File: src/rtl/qm_control_mc_pkg.sv
// Shared definitions for the multi-cycle MIPS control unit.
// Holds opcode/funct encodings, ALU codes, writeback-source and memory-size
// codes, HI/LO operation codes, the FSM state encoding and the ID/EX control
// bundle. Also provides small constructors for the common control patterns.
package qm_control_mc_pkg;

    // Major opcodes, instruction[31:26]
    localparam logic [5:0] OP_SPECIAL = 6'b000000;
    localparam logic [5:0] OP_ADDI    = 6'b001000;
    localparam logic [5:0] OP_ADDIU   = 6'b001001;
    localparam logic [5:0] OP_SLTI    = 6'b001010;
    localparam logic [5:0] OP_SLTIU   = 6'b001011;
    localparam logic [5:0] OP_ANDI    = 6'b001100;
    localparam logic [5:0] OP_ORI     = 6'b001101;
    localparam logic [5:0] OP_XORI    = 6'b001110;
    localparam logic [5:0] OP_LB      = 6'b100000;
    localparam logic [5:0] OP_LH      = 6'b100001;
    localparam logic [5:0] OP_LW      = 6'b100011;
    localparam logic [5:0] OP_LBU     = 6'b100100;
    localparam logic [5:0] OP_LHU     = 6'b100101;
    localparam logic [5:0] OP_SW      = 6'b101011;

    // SPECIAL function codes, instruction[5:0]
    localparam logic [5:0] FUNCT_MFHI  = 6'b010000;
    localparam logic [5:0] FUNCT_MFLO  = 6'b010010;
    localparam logic [5:0] FUNCT_MULT  = 6'b011000;
    localparam logic [5:0] FUNCT_MULTU = 6'b011001;
    localparam logic [5:0] FUNCT_DIV   = 6'b011010;
    localparam logic [5:0] FUNCT_DIVU  = 6'b011011;
    localparam logic [5:0] FUNCT_ADD   = 6'b100000;
    localparam logic [5:0] FUNCT_ADDU  = 6'b100001;
    localparam logic [5:0] FUNCT_SUB   = 6'b100010;
    localparam logic [5:0] FUNCT_SUBU  = 6'b100011;
    localparam logic [5:0] FUNCT_AND   = 6'b100100;
    localparam logic [5:0] FUNCT_OR    = 6'b100101;
    localparam logic [5:0] FUNCT_XOR   = 6'b100110;
    localparam logic [5:0] FUNCT_NOR   = 6'b100111;
    localparam logic [5:0] FUNCT_SLT   = 6'b101010;

    // ALU operation codes
    localparam logic [3:0] ALU_ADD   = 4'd0;
    localparam logic [3:0] ALU_SUB   = 4'd1;
    localparam logic [3:0] ALU_AND   = 4'd2;
    localparam logic [3:0] ALU_OR    = 4'd3;
    localparam logic [3:0] ALU_XOR   = 4'd4;
    localparam logic [3:0] ALU_NOR   = 4'd5;
    localparam logic [3:0] ALU_SLT   = 4'd6;
    localparam logic [3:0] ALU_SLTIU = 4'd7;

    // Register writeback source
    localparam logic [1:0] WSRC_ALU = 2'd0;
    localparam logic [1:0] WSRC_MEM = 2'd1;
    localparam logic [1:0] WSRC_HI  = 2'd2;
    localparam logic [1:0] WSRC_LO  = 2'd3;

    // Memory access size
    localparam logic [1:0] MEMSZ_BYTE = 2'd0;
    localparam logic [1:0] MEMSZ_HALF = 2'd1;
    localparam logic [1:0] MEMSZ_WORD = 2'd2;

    // HI/LO unit operation; bit 1 set means a divide
    localparam logic [1:0] MULDIV_MULT  = 2'd0;
    localparam logic [1:0] MULDIV_MULTU = 2'd1;
    localparam logic [1:0] MULDIV_DIV   = 2'd2;
    localparam logic [1:0] MULDIV_DIVU  = 2'd3;

    typedef enum logic [1:0] {
        ST_IDLE = 2'd0,
        ST_BUSY = 2'd1,
        ST_DONE = 2'd2
    } state_t;

    typedef struct packed {
        logic       reg_destination;
        logic       alu_source;
        logic [3:0] alu_control;
        logic       mem_read;
        logic       mem_write;
        logic [1:0] mem_size;
        logic       mem_signed;
        logic [1:0] reg_wsource;
        logic       reg_write;
    } ctrl_t;

    // Register-register ALU op writing RD
    function automatic ctrl_t r_ctrl(input logic [3:0] alu);
        ctrl_t c;
        c = '0;
        c.reg_destination = 1'b1;
        c.alu_control     = alu;
        c.reg_write       = 1'b1;
        return c;
    endfunction

    // Register-immediate ALU op writing RT
    function automatic ctrl_t i_ctrl(input logic [3:0] alu);
        ctrl_t c;
        c = '0;
        c.alu_source  = 1'b1;
        c.alu_control = alu;
        c.reg_write   = 1'b1;
        return c;
    endfunction

    // Load: address = base + offset, result from memory into RT
    function automatic ctrl_t ld_ctrl(input logic [1:0] size, input logic sext);
        ctrl_t c;
        c = '0;
        c.alu_source  = 1'b1;
        c.alu_control = ALU_ADD;
        c.mem_read    = 1'b1;
        c.mem_size    = size;
        c.mem_signed  = sext;
        c.reg_wsource = WSRC_MEM;
        c.reg_write   = 1'b1;
        return c;
    endfunction

endpackage

File: src/rtl/qm_control_mc_if.sv
// ID-side request and EX-side control bundle of the control unit.
// Handshake: an instruction in ID (id_valid=1 with opcode/funct) is taken in
// any cycle where id_stall is 0 at the rising clock edge; while id_stall is 1
// the producer must hold id_valid, opcode and funct stable. EX outputs carry
// no back-pressure: ex_valid=1 marks a real instruction for exactly one cycle.
// fsm_state exposes the HI/LO sequencer state for observation.
// Modports: master = pipeline front end / bench, slave = control unit.
interface qm_control_mc_if;
    import qm_control_mc_pkg::*;

    logic       id_valid;
    logic [5:0] opcode;
    logic [5:0] funct;
    logic       ex_flush;
    logic       id_stall;
    logic       ex_valid;
    logic       reg_destination;
    logic       alu_source;
    logic [3:0] alu_control;
    logic       mem_read;
    logic       mem_write;
    logic [1:0] mem_size;
    logic       mem_signed;
    logic [1:0] reg_wsource;
    logic       reg_write;
    logic       muldiv_start;
    logic [1:0] muldiv_op;
    logic       hilo_write;
    logic       illegal;
    state_t     fsm_state;

    modport master (
        output id_valid, opcode, funct, ex_flush,
        input  id_stall, ex_valid, reg_destination, alu_source, alu_control,
               mem_read, mem_write, mem_size, mem_signed, reg_wsource,
               reg_write, muldiv_start, muldiv_op, hilo_write, illegal,
               fsm_state
    );

    modport slave (
        input  id_valid, opcode, funct, ex_flush,
        output id_stall, ex_valid, reg_destination, alu_source, alu_control,
               mem_read, mem_write, mem_size, mem_signed, reg_wsource,
               reg_write, muldiv_start, muldiv_op, hilo_write, illegal,
               fsm_state
    );

endinterface

File: src/rtl/qm_decode.sv
// Combinational MIPS decoder.
// Ports: opcode/funct in; ctrl (control bundle), is_muldiv (MULT/MULTU/DIV/
// DIVU), is_hilo_read (MFHI/MFLO), muldiv_op and illegal out.
// Undecodable instructions produce an all-zero bundle so they never write.
module qm_decode
    import qm_control_mc_pkg::*;
(
    input  logic [5:0] opcode,
    input  logic [5:0] funct,
    output ctrl_t      ctrl,
    output logic       is_muldiv,
    output logic       is_hilo_read,
    output logic [1:0] muldiv_op,
    output logic       illegal
);

    always_comb begin
        ctrl         = '0;
        is_muldiv    = 1'b0;
        is_hilo_read = 1'b0;
        muldiv_op    = MULDIV_MULT;
        illegal      = 1'b0;
        case (opcode)
            OP_SPECIAL: begin
                case (funct)
                    FUNCT_ADD, FUNCT_ADDU: ctrl = r_ctrl(ALU_ADD);
                    FUNCT_SUB, FUNCT_SUBU: ctrl = r_ctrl(ALU_SUB);
                    FUNCT_AND:             ctrl = r_ctrl(ALU_AND);
                    FUNCT_OR:              ctrl = r_ctrl(ALU_OR);
                    FUNCT_XOR:             ctrl = r_ctrl(ALU_XOR);
                    FUNCT_NOR:             ctrl = r_ctrl(ALU_NOR);
                    FUNCT_SLT:             ctrl = r_ctrl(ALU_SLT);
                    FUNCT_MFHI, FUNCT_MFLO: begin
                        ctrl.reg_destination = 1'b1;
                        ctrl.reg_write       = 1'b1;
                        ctrl.reg_wsource     = (funct == FUNCT_MFHI) ? WSRC_HI : WSRC_LO;
                        is_hilo_read         = 1'b1;
                    end
                    FUNCT_MULT:  begin is_muldiv = 1'b1; muldiv_op = MULDIV_MULT;  end
                    FUNCT_MULTU: begin is_muldiv = 1'b1; muldiv_op = MULDIV_MULTU; end
                    FUNCT_DIV:   begin is_muldiv = 1'b1; muldiv_op = MULDIV_DIV;   end
                    FUNCT_DIVU:  begin is_muldiv = 1'b1; muldiv_op = MULDIV_DIVU;  end
                    default:     illegal = 1'b1;
                endcase
            end
            OP_ADDI, OP_ADDIU: ctrl = i_ctrl(ALU_ADD);
            OP_ANDI:           ctrl = i_ctrl(ALU_AND);
            OP_ORI:            ctrl = i_ctrl(ALU_OR);
            OP_XORI:           ctrl = i_ctrl(ALU_XOR);
            OP_SLTI:           ctrl = i_ctrl(ALU_SLT);
            OP_SLTIU:          ctrl = i_ctrl(ALU_SLTIU);
            OP_LB:             ctrl = ld_ctrl(MEMSZ_BYTE, 1'b1);
            OP_LH:             ctrl = ld_ctrl(MEMSZ_HALF, 1'b1);
            OP_LW:             ctrl = ld_ctrl(MEMSZ_WORD, 1'b1);
            OP_LBU:            ctrl = ld_ctrl(MEMSZ_BYTE, 1'b0);
            OP_LHU:            ctrl = ld_ctrl(MEMSZ_HALF, 1'b0);
            OP_SW: begin
                ctrl.alu_source  = 1'b1;
                ctrl.alu_control = ALU_ADD;
                ctrl.mem_write   = 1'b1;
                ctrl.mem_size    = MEMSZ_WORD;
            end
            default: illegal = 1'b1;
        endcase
    end

endmodule

File: src/rtl/qm_control_mc.sv
// Registered MIPS control unit with HI/LO multi-cycle sequencing.
// Ports: sys_clk, sys_reset_n (async, active-low); bus (slave modport) carries
// the ID request (id_valid/opcode/funct/ex_flush), the combinational id_stall,
// the registered ID/EX control bundle, muldiv_start/op, hilo_write, illegal
// and the FSM state.
// The FSM tracks the single outstanding HI/LO operation; while it is not IDLE,
// any instruction touching HI/LO is held in ID, everything else flows.
module qm_control_mc
    import qm_control_mc_pkg::*;
#(
    parameter int MUL_CYCLES = 4,
    parameter int DIV_CYCLES = 32,
    parameter int CNT_W      = 6
) (
    input  logic           sys_clk,
    input  logic           sys_reset_n,
    qm_control_mc_if.slave bus
);

    localparam int MAX_CYCLES = (MUL_CYCLES > DIV_CYCLES) ? MUL_CYCLES : DIV_CYCLES;

    generate
        if (MUL_CYCLES < 1 || DIV_CYCLES < 1 || CNT_W < 1 || CNT_W > 30 ||
            (1 << CNT_W) <= MAX_CYCLES) begin : g_bad_params
            $error("qm_control_mc: CNT_W too small for MUL_CYCLES/DIV_CYCLES");
        end
    endgenerate

    localparam logic [CNT_W-1:0] MUL_LOAD = CNT_W'(MUL_CYCLES - 1);
    localparam logic [CNT_W-1:0] DIV_LOAD = CNT_W'(DIV_CYCLES - 1);

    ctrl_t             dec_ctrl;
    logic              dec_muldiv;
    logic              dec_hilo_read;
    logic [1:0]        dec_op;
    logic              dec_illegal;

    state_t            state_q, state_d;
    logic [CNT_W-1:0]  cnt_q, cnt_d;

    ctrl_t             ex_ctrl;
    logic              ex_valid_q;
    logic              ex_illegal_q;
    logic              ex_start_q;
    logic [1:0]        ex_op_q;

    logic              id_stall;
    logic              issue;
    logic              start;
    logic              hilo_write;

    qm_decode u_decode (
        .opcode       (bus.opcode),
        .funct        (bus.funct),
        .ctrl         (dec_ctrl),
        .is_muldiv    (dec_muldiv),
        .is_hilo_read (dec_hilo_read),
        .muldiv_op    (dec_op),
        .illegal      (dec_illegal)
    );

    // DONE counts as busy so an MFHI/MFLO waits until HI/LO has been latched.
    assign id_stall = bus.id_valid & (state_q != ST_IDLE) & (dec_muldiv | dec_hilo_read);
    // A flushed instruction is still consumed from ID but becomes a bubble.
    assign issue    = bus.id_valid & ~id_stall & ~bus.ex_flush;
    assign start    = issue & dec_muldiv;

    // ID/EX register
    always_ff @(posedge sys_clk or negedge sys_reset_n) begin
        if (!sys_reset_n) begin
            ex_ctrl      <= '0;
            ex_valid_q   <= 1'b0;
            ex_illegal_q <= 1'b0;
            ex_start_q   <= 1'b0;
            ex_op_q      <= MULDIV_MULT;
        end else begin
            ex_ctrl      <= issue ? dec_ctrl : '0;
            ex_valid_q   <= issue;
            ex_illegal_q <= issue & dec_illegal;
            ex_start_q   <= start;
            if (start) begin
                ex_op_q <= dec_op;
            end
        end
    end

    // FSM state register
    always_ff @(posedge sys_clk or negedge sys_reset_n) begin
        if (!sys_reset_n) begin
            state_q <= ST_IDLE;
            cnt_q   <= '0;
        end else begin
            state_q <= state_d;
            cnt_q   <= cnt_d;
        end
    end

    // FSM next state. The counter holds the cycles still to go before DONE;
    // DONE lands exactly latency cycles after the accept edge, and a latency
    // of 1 skips BUSY entirely. In BUSY the counter is never 0, so it cannot wrap.
    always_comb begin
        state_d = state_q;
        cnt_d   = cnt_q;
        case (state_q)
            ST_IDLE: begin
                if (start) begin
                    cnt_d   = dec_op[1] ? DIV_LOAD : MUL_LOAD;
                    state_d = (cnt_d == '0) ? ST_DONE : ST_BUSY;
                end
            end
            ST_BUSY: begin
                cnt_d = cnt_q - 1'b1;
                if (cnt_q == CNT_W'(1)) begin
                    state_d = ST_DONE;
                end
            end
            ST_DONE: state_d = ST_IDLE;
            default: begin
                state_d = ST_IDLE;
                cnt_d   = '0;
            end
        endcase
    end

    // FSM outputs
    always_comb begin
        hilo_write = (state_q == ST_DONE);
    end

    assign bus.id_stall        = id_stall;
    assign bus.ex_valid        = ex_valid_q;
    assign bus.reg_destination = ex_ctrl.reg_destination;
    assign bus.alu_source      = ex_ctrl.alu_source;
    assign bus.alu_control     = ex_ctrl.alu_control;
    assign bus.mem_read        = ex_ctrl.mem_read;
    assign bus.mem_write       = ex_ctrl.mem_write;
    assign bus.mem_size        = ex_ctrl.mem_size;
    assign bus.mem_signed      = ex_ctrl.mem_signed;
    assign bus.reg_wsource     = ex_ctrl.reg_wsource;
    assign bus.reg_write       = ex_ctrl.reg_write;
    assign bus.muldiv_start    = ex_start_q;
    assign bus.muldiv_op       = ex_op_q;
    assign bus.hilo_write      = hilo_write;
    assign bus.illegal         = ex_illegal_q;
    assign bus.fsm_state       = state_q;

endmodule
File: src/flat_wrapper.sv
// flat-port wrapper written by rule: the top's interface ports become plain ports
module qm_control_mc_flat import qm_control_mc_pkg::*;
#(
    parameter int MUL_CYCLES = 4,
    parameter int DIV_CYCLES = 32,
    parameter int CNT_W      = 6
)
  (sys_clk, sys_reset_n, bus_id_valid, bus_opcode, bus_funct, bus_ex_flush, bus_id_stall, bus_ex_valid, bus_reg_destination, bus_alu_source, bus_alu_control, bus_mem_read, bus_mem_write, bus_mem_size, bus_mem_signed, bus_reg_wsource, bus_reg_write, bus_muldiv_start, bus_muldiv_op, bus_hilo_write, bus_illegal, bus_fsm_state);
  qm_control_mc_if bus_i ();
  input  logic sys_clk;
  input  logic sys_reset_n;
  input wire logic [$bits(bus_i.id_valid)-1:0] bus_id_valid;
  input wire logic [$bits(bus_i.opcode)-1:0] bus_opcode;
  input wire logic [$bits(bus_i.funct)-1:0] bus_funct;
  input wire logic [$bits(bus_i.ex_flush)-1:0] bus_ex_flush;
  output wire logic [$bits(bus_i.id_stall)-1:0] bus_id_stall;
  output wire logic [$bits(bus_i.ex_valid)-1:0] bus_ex_valid;
  output wire logic [$bits(bus_i.reg_destination)-1:0] bus_reg_destination;
  output wire logic [$bits(bus_i.alu_source)-1:0] bus_alu_source;
  output wire logic [$bits(bus_i.alu_control)-1:0] bus_alu_control;
  output wire logic [$bits(bus_i.mem_read)-1:0] bus_mem_read;
  output wire logic [$bits(bus_i.mem_write)-1:0] bus_mem_write;
  output wire logic [$bits(bus_i.mem_size)-1:0] bus_mem_size;
  output wire logic [$bits(bus_i.mem_signed)-1:0] bus_mem_signed;
  output wire logic [$bits(bus_i.reg_wsource)-1:0] bus_reg_wsource;
  output wire logic [$bits(bus_i.reg_write)-1:0] bus_reg_write;
  output wire logic [$bits(bus_i.muldiv_start)-1:0] bus_muldiv_start;
  output wire logic [$bits(bus_i.muldiv_op)-1:0] bus_muldiv_op;
  output wire logic [$bits(bus_i.hilo_write)-1:0] bus_hilo_write;
  output wire logic [$bits(bus_i.illegal)-1:0] bus_illegal;
  output wire logic [$bits(bus_i.fsm_state)-1:0] bus_fsm_state;
  assign bus_i.id_valid = bus_id_valid;
  assign bus_i.opcode = bus_opcode;
  assign bus_i.funct = bus_funct;
  assign bus_i.ex_flush = bus_ex_flush;
  assign bus_id_stall = bus_i.id_stall;
  assign bus_ex_valid = bus_i.ex_valid;
  assign bus_reg_destination = bus_i.reg_destination;
  assign bus_alu_source = bus_i.alu_source;
  assign bus_alu_control = bus_i.alu_control;
  assign bus_mem_read = bus_i.mem_read;
  assign bus_mem_write = bus_i.mem_write;
  assign bus_mem_size = bus_i.mem_size;
  assign bus_mem_signed = bus_i.mem_signed;
  assign bus_reg_wsource = bus_i.reg_wsource;
  assign bus_reg_write = bus_i.reg_write;
  assign bus_muldiv_start = bus_i.muldiv_start;
  assign bus_muldiv_op = bus_i.muldiv_op;
  assign bus_hilo_write = bus_i.hilo_write;
  assign bus_illegal = bus_i.illegal;
  assign bus_fsm_state = bus_i.fsm_state;
  qm_control_mc #(.MUL_CYCLES(MUL_CYCLES), .DIV_CYCLES(DIV_CYCLES), .CNT_W(CNT_W)) u_core (.sys_clk(sys_clk), .sys_reset_n(sys_reset_n), .bus(bus_i));
endmodule
File: config.mk
export PLATFORM = sky130hd
export DESIGN_NAME = qm_control_mc_flat
export DESIGN_NICKNAME = d
export VERILOG_FILES = /design/src/rtl/qm_control_mc_pkg.sv /design/src/rtl/qm_control_mc_if.sv /design/src/rtl/qm_decode.sv /design/src/rtl/qm_control_mc.sv /design/src/flat_wrapper.sv
export SDC_FILE = /design/constraint.sdc
export NUM_CORES = 1
export LEC_CHECK = 0
export CAP_MARGIN = 40
export CORE_MARGIN = 2
export CORE_UTILIZATION = 50
export CTS_BUF_LIST = sky130_fd_sc_hd__clkbuf_8
export CTS_CLUSTER_SIZE = 24
export DETAILED_ROUTE_END_ITERATION = 10
export PLACE_DENSITY = 0.86
export SLEW_MARGIN = 10
export SYNTH_ARGS = -nofsm -noshare
export SYNTH_HDL_FRONTEND = slang
export SYNTH_SLANG_ARGS = --single-unit
File: constraint.sdc
create_clock -name sys_clk -period 4.35 [get_ports sys_clk]
set_clock_uncertainty 0.15 [all_clocks]
set_input_delay 0.435 -clock sys_clk [delete_from_list [all_inputs] [get_ports sys_clk]]
set_output_delay 0.435 -clock sys_clk [all_outputs]
set_load 0.005 [all_outputs]
==> results by group, run 1 <==
Synthesis
  – Post-synthesis sequential area ratio: 0.4784
  – Synth Net Count: 159
  – Avg Cell Area, Syn: 9.646 µm²
  – Post-synth EDFFs: 0
  – Synth Instances: 141
  – Register bit total from synthesis: 26
  – Share of async-settable or async-resettable flops after synthesis: 1.000
  – Synth warn: 0
  – Post-synth design cell area: 1360 µm²
  – Ys flop type: dfrtp_1
  – Unique masters post-synth: 43

STA
  – Slew headroom: 0.5638
  – Final min period: 3.334 ns
  – RSZ-0062 raised after global routing: no
  – Max-slew violations: 0
  – Worst Tran Pin Value: 0.6522 ns
  – Crit share post-route: 0.7663
  – WHS: 0.3331 ns
  – Fmax: 0.3000 GHz
  – Post-route setup TNS: 0 ns
  – Final number of setup-violating endpoints: 0
  – Final Hold Viols: 0

Critical path
  – Buffers and inverters on the worst path: 2
  – Delay-heaviest family, CP: simple AND/OR/NAND/NOR gates
  – Arr. time, crit path: 2.75 ns
  – Worst reg2reg path endpoint: u_core.cnt_q[4]
  – Reg2reg path depth: 4
  – Flop2flop setup slack: 2.49 ns
  – Top cell by count, worst path: clkdlybuf4s50_1
  – Critical Path Max Stage Delay: 0.61 ns
  – R2R Path Start: u_core.bus.fsm_state[0]
  – Critical Path RT: 3.76 ns
  – Largest fanout on the critical path: 8
  – Crit. End Element: output pin
  – CP Cell Sequence: clkdlybuf4s50_1 > or4_4 > nor4_2 > and3_1 > clkdlybuf4s50_1
  – Crit Path Category: in -> out
  – Worst setup SP type: input port
  – Stages on worst setup path: 5
  – Critical path's slowest cell: or4_4

Drt
  – Routed WL per cell: 14.75 µm
  – DRC: 0
  – Pre-antenna DRT Iters: 4
  – Starting DRT DRC Count: 44
  – Vias per inst: 5.720
  – Via count: 1184
  – Wirelength, routed: 3054 µm
  – Antenna Nets Post-Route: 0

Clock tree
  – Clk pin slew, worst setup/hold paths: 0.09 ns
  – CTS buffer count: 3
  – CTS Buffer Depth: 2
  – CTS tree: built
  – Number of hold buffers added after CTS: 0
  – Setup Fix Bufs, Post-CTS: 0
  – Clock root buffer: clkbuf_8
  – Worst-Skew Late Latency: 0.27 ns
  – PostCTS Resize Cnt: 0
  – CTS H-tree lvls: 1
  – CTS sink count: 26

Floorplanning
  – Core outline area: 2522 µm²
  – FP Rows: 18
  – Die area: 3153 µm²
  – Die Y: 56.16 µm
  – DIE WIDTH: 56.16 µm
  – Starting Density: 0.5392
  – Io pins: 39

Power
  – Pwr/cell area: 397.9 nW/µm²
  – Pleak: 0.0007880 µW
  – Worst IR Drop VDD: 0.3084 mV

Finish
  – Ant diodes: 0
  – Area delta synth->final: 33.67%
  – Layout cells sized above 1: 0.07345
  – Nets@finish: 196

Global route
  – Initial antenna violation count: 0
  – Grt total ovfl: 0
  – Vias in the first global route: 1100
  – GRT Total Usage: 0.1984
  – First-pass GRT wire length: 5009 µm
  – Largest net degree at the start of global routing: 16

Place
  – Post-DP HPWL: 2424 µm
  – GPL Wtd Cong: 0.8557
  – IO Port Bufs: 37

Run status
  – Status: finished, final reports clean

Run
  – Max-cap violation count: 0

Min path
  – Hold wc startpoint: u_core.bus.muldiv_op[1]
  – Min-delay worst type: reg -> reg
  – Hold depth: 1
  – Worst Hold End: u_core.bus.muldiv_op[1]
[synth_stat cells, types with 3 or more instances]
library cell | number | share of area
buf_4 | 3 | 0.017
nand2b_1 | 8 | 0.037
xnor2_1 | 3 | 0.019
inv_1 | 5 | 0.014
nor3b_1 | 5 | 0.028
nand3_1 | 4 | 0.015
nand4_1 | 4 | 0.018
nand2_1 | 9 | 0.025
a21o_1 | 4 | 0.022
a211o_1 | 4 | 0.026
a21oi_1 | 9 | 0.033
nor2_1 | 18 | 0.050
dfrtp_1 | 26 | 0.48
[layer usage]
| metal | track usage | vias to the layer above | wire length (µm) | share of wire |
|---|---|---|---|---|
| met5 | 0 | - | 0 | 0 |
| met2 | 0.3513 | 59 | 1528 | 0.50 |
| li1 | - | 570 | - | - |
| met4 | 0.06463 | 0 | 31 | 0.010 |
| met1 | 0.2519 | 551 | 1304 | 0.43 |
| met3 | 0.02093 | 4 | 189 | 0.062 |
[kinds of logic (layout without fill, tap and decap cells)]
group                      Yosys count  count (layout)  synth area share
adders and majority gates            2               2           0.01840
AOI/OAI and AO/OA                   24              24            0.1187
buffers and inverters               12              48           0.04323
DFF                                 26              26            0.4784
other                                1               1          0.002757
muxes                                3               3           0.02484
xor gates and xnor gates             4               4           0.02576
and+or+nand+nor                     69              69            0.2880
[area by class of cell]
type	count	area, µm²
clock buffer	3	41.29
clock inverter	1	30.03
multi-input combinational	103	650.6
tap	30	37.54
sequential	26	650.6
inverter	6	22.52
fill	192	704.4
timing repair buffer	38	385.4
[worst register-to-register path, stage by stage (launching register included)]
cell and delay, ns:
dfrtp_1 0.51, nor4b_1 0.29, and4bb_1 0.38, nor2_2 0.08
a221o_1 0.36
[through the flow]
step	cells	cell area, µm²	worst slack [ns]	utilization	total power [µW]
after floorplan	141	1360	2.070	-	455.7
after CTS	207	1818	1.030	0.7207	727.1
final	207	1818	1.016	0.7207	723.4
after detailed placement	203	1747	1.031	0.6925	530.6
after global routing	207	1818	0.8829	0.7207	763.8
after global placement	202	1732	1.065	0.6865	514.9
[state kept, by name, indices dropped and copies added (netlist names), 2 cells and up]
name	cells
u_core.bus.alu_control	3
u_core.cnt_q	6
u_core.bus.mem_size	2
u_core.bus.reg_wsource	2
u_core.bus.muldiv_op	2
u_core.bus.fsm_state	2
[layout by cell type (no fill, tap or decap), types with 2 or more instances in the layout]
| master | count |
|---|---|
| a211o_1 | 4 |
| a21o_1 | 4 |
| a21oi_1 | 9 |
| a31oi_1 | 2 |
| and2_1 | 2 |
| clkbuf_8 | 3 |
| clkdlybuf4s50_1 | 37 |
| dfrtp_1 | 26 |
| ha_1 | 2 |
| inv_1 | 5 |
| mux2_2 | 2 |
| nand2_1 | 9 |
| nand2b_1 | 8 |
| nand3_1 | 4 |
| nand4_1 | 4 |
| nor2_1 | 18 |
| nor2b_1 | 2 |
| nor3_1 | 2 |
| nor3b_1 | 5 |
| nor4_1 | 2 |
| or3_1 | 2 |
| xnor2_1 | 3 |
[how the worst max path moves through the flow]
stage | start | end | slack, ns
2_1_floorplan | bus_opcode[1] | bus_id_stall | 2.07
3_3_place_gp | bus_opcode[1] | bus_id_stall | 1.06
3_5_place_dp | bus_opcode[1] | bus_id_stall | 1.03
4_1_cts | bus_opcode[1] | bus_id_stall | 1.03
5_1_grt | bus_opcode[1] | bus_id_stall | 0.88
6_report | bus_opcode[1] | bus_id_stall | 1.02
[where the power goes]
part           total (µW)  internal (µW)  switching [µW]
Sequential            314            274            40.2
Clock                 197            123            74.4
Combinational         212            108             103
(Power assumes the default switching activity.)
==> run 2: changes to the inputs <==
--- a/config.mk
+++ b/config.mk
@@ -7,11 +7,11 @@
 export LEC_CHECK = 0
 export CAP_MARGIN = 40
 export CORE_MARGIN = 2
-export CORE_UTILIZATION = 50
+export CORE_UTILIZATION = 44
 export CTS_BUF_LIST = sky130_fd_sc_hd__clkbuf_8
 export CTS_CLUSTER_SIZE = 24
 export DETAILED_ROUTE_END_ITERATION = 10
-export PLACE_DENSITY = 0.86
+export PLACE_DENSITY = 0.81
 export SLEW_MARGIN = 10
 export SYNTH_ARGS = -nofsm -noshare
 export SYNTH_HDL_FRONTEND = slang
==> constraint.sdc (replaced) <==
create_clock -name sys_clk -period 2.8 [get_ports sys_clk]
set_clock_uncertainty 0.15 [all_clocks]
set_input_delay 0.28 -clock sys_clk [delete_from_list [all_inputs] [get_ports sys_clk]]
set_output_delay 0.28 -clock sys_clk [all_outputs]
set_load 0.005 [all_outputs]
==> results by group, run 2 (same netlist as run 1, synthesis figures left out) <==
Global route
  – GRT Total Usage: 0.1848 (-0.01362)
  – Initial antenna violation count: 0 (unchanged)
  – Largest net degree at the start of global routing: 27 (+11)
  – Vias in the first global route: 1109 (+0.82%)
  – Grt total ovfl: 0 (unchanged)
  – First-pass GRT wire length: 4912 µm (-1.9%)

Place
  – Cell Area, Placed: 1773 µm² (+1.5%)
  – Post-DP HPWL: 2297 µm (-5.3%)
  – GPL Wtd Cong: 0.8153 (-4.7%)
  – IO Port Bufs: 37 (unchanged)
  – Placed cell count: 210 (+3.4%)

Critical path
  – Delay-heaviest family, CP: simple AND/OR/NAND/NOR gates
  – Worst setup SP type: input port
  – Crit Path Category: in -> out
  – Crit. End Element: output pin
  – Critical Path RT: 2.37 ns (-1.39 ns)
  – Critical path's slowest cell: or4_4
  – Flop2flop setup slack: 0.94 ns (-1.55 ns)
  – Arr. time, crit path: 2.22 ns (-0.53 ns)
  – CP Cell Sequence: clkdlybuf4s50_1 > or4_4 > nor4_4 > and3_1 > clkdlybuf4s50_1
  – Largest fanout on the critical path: 4 (-4)
  – Top cell by count, worst path: clkdlybuf4s50_1
  – Critical Path Max Stage Delay: 0.58 ns (-0.03 ns)
  – Buffers and inverters on the worst path: 2 (unchanged)

STA
  – Fmax: 0.3768 GHz
  – Post-route setup TNS: 0 ns (unchanged)
  – Max-slew violations: 0 (unchanged)
  – Final number of setup-violating endpoints: 0 (unchanged)
  – RSZ-0062 raised after global routing: no
  – Final Hold Viols: 0 (unchanged)
  – Crit share post-route: 0.9478
  – WHS: 0.2247 ns (-0.1083 ns)
  – Final min period: 2.654 ns

Clock tree
  – Clk pin slew, worst setup/hold paths: 0.08 ns (about the same)
  – PostCTS Resize Cnt: 0 (unchanged)
  – Setup Fix Bufs, Post-CTS: 0 (unchanged)
  – CTS tree: built
  – Worst-Skew Late Latency: 0.27 ns (about the same)
  – CTS H-tree lvls: 1 (unchanged)
  – CTS sink count: 26 (unchanged)
  – Clock root buffer: clkbuf_8
  – CTS Buffer Depth: 2 (unchanged)
  – Number of hold buffers added after CTS: 0 (unchanged)
  – CTS buffer count: 3 (unchanged)

Finish
  – Layout cells sized above 1: 0.09392 (+0.02048)
  – Nets@finish: 200 (+2.0%)
  – Final cell count without fillers: 214 (+3.4%)
  – Commonest non-fill, non-tap cell in the layout: clkdlybuf4s50_1
  – Reg with most FFs: u_core.cnt_q
  – Area delta synth->final: 35.05%
  – Most frequent cells in the layout: 37 x clkdlybuf4s50_1, 26 x dfrtp_1, 18 x nor2_1
  – Max FFs per register: 6 (unchanged)
  – Final Instance Area: 1837 µm² (+1.0%)
  – Ant diodes: 0 (unchanged)
  – Util after Layout: 0.6117 (-0.1091)

Drt
  – Wirelength, routed: 3008 µm (-1.5%)
  – Routed WL per cell: 14.06 µm (-4.7%)
  – DRC: 0 (unchanged)
  – Starting DRT DRC Count: 28 (-36%)
  – Via count: 1185 (+0.084%)
  – Pre-antenna DRT Iters: 4 (unchanged)
  – Vias per inst: 5.537 (-3.2%)
  – Antenna Nets Post-Route: 0 (unchanged)

Floorplanning
  – FP Rows: 20 (+2)
  – Die area: 3552 µm² (+13%)
  – Io pins: 39 (unchanged)
  – Starting Density: 0.4529 (-0.08627)
  – DIE WIDTH: 59.60 µm (+6.1%)
  – Core outline area: 3003 µm² (+19%)
  – Die Y: 59.60 µm (+6.1%)

Min path
  – Min-delay worst type: in -> async

Run
  – Max-cap violation count: 0 (unchanged)

Run status
  – Status: finished, final reports clean

Power
  – Pleak: 0.0008028 µW (+1.9%)
  – Pwr/cell area: 573.6 nW/µm² (+44%)
  – Worst IR Drop VDD: 0.2563 mV (-17%)
run 2: per-stage QoR:
step / setup slack (ns) / power [µW]
after floorplan: 0.7975 / 708.0
after detailed placement: 0.09258 / 818.2
after global placement: 0.1477 / 799.6
after global routing: 0.02186 / 1112
after CTS: 0.08648 / 1055
final: 0.1462 / 1054
run 2: worst paths after layout:
check,start,to,depth (start not counted)
hold reg to reg,u_core.bus.muldiv_op[1],u_core.bus.muldiv_op[1],1
hold / removal,sys_reset_n,u_core.bus.fsm_state[1],2
max in group asynchronous,sys_reset_n,u_core.bus.illegal,2
setup / recovery,bus_opcode[1],bus_id_stall,5
setup reg to reg,u_core.bus.fsm_state[0],u_core.cnt_q[2],4
min in group sys_clk,u_core.bus.muldiv_op[1],u_core.bus.muldiv_op[1],1
run 2: power by group:
group          internal [µW]  switching, µW  leakage, µW  total, µW
Combinational            169            156     0.000422        326
Clock                    126            112    0.0000288        238
Sequential               426           64.0     0.000352        490
run 2: cell type report:
type	count	area, µm²
Timing Repair Buffer	42	407.9
Sequential cell	26	650.6
Multi-Input combinational cell	103	659.4
Clock buffer	4	55.05
Inverter	6	22.52
Fill cell	260	1166
Tap cell	33	41.29
run 2: per-layer routing:
layer,vias up,GRT usage,wire length (µm)
met4,0,0.05714,42
met3,5,0.03275,143
met2,37,0.3312,1593
li1,572,-,-
met5,-,0,0
met1,571,0.2244,1229
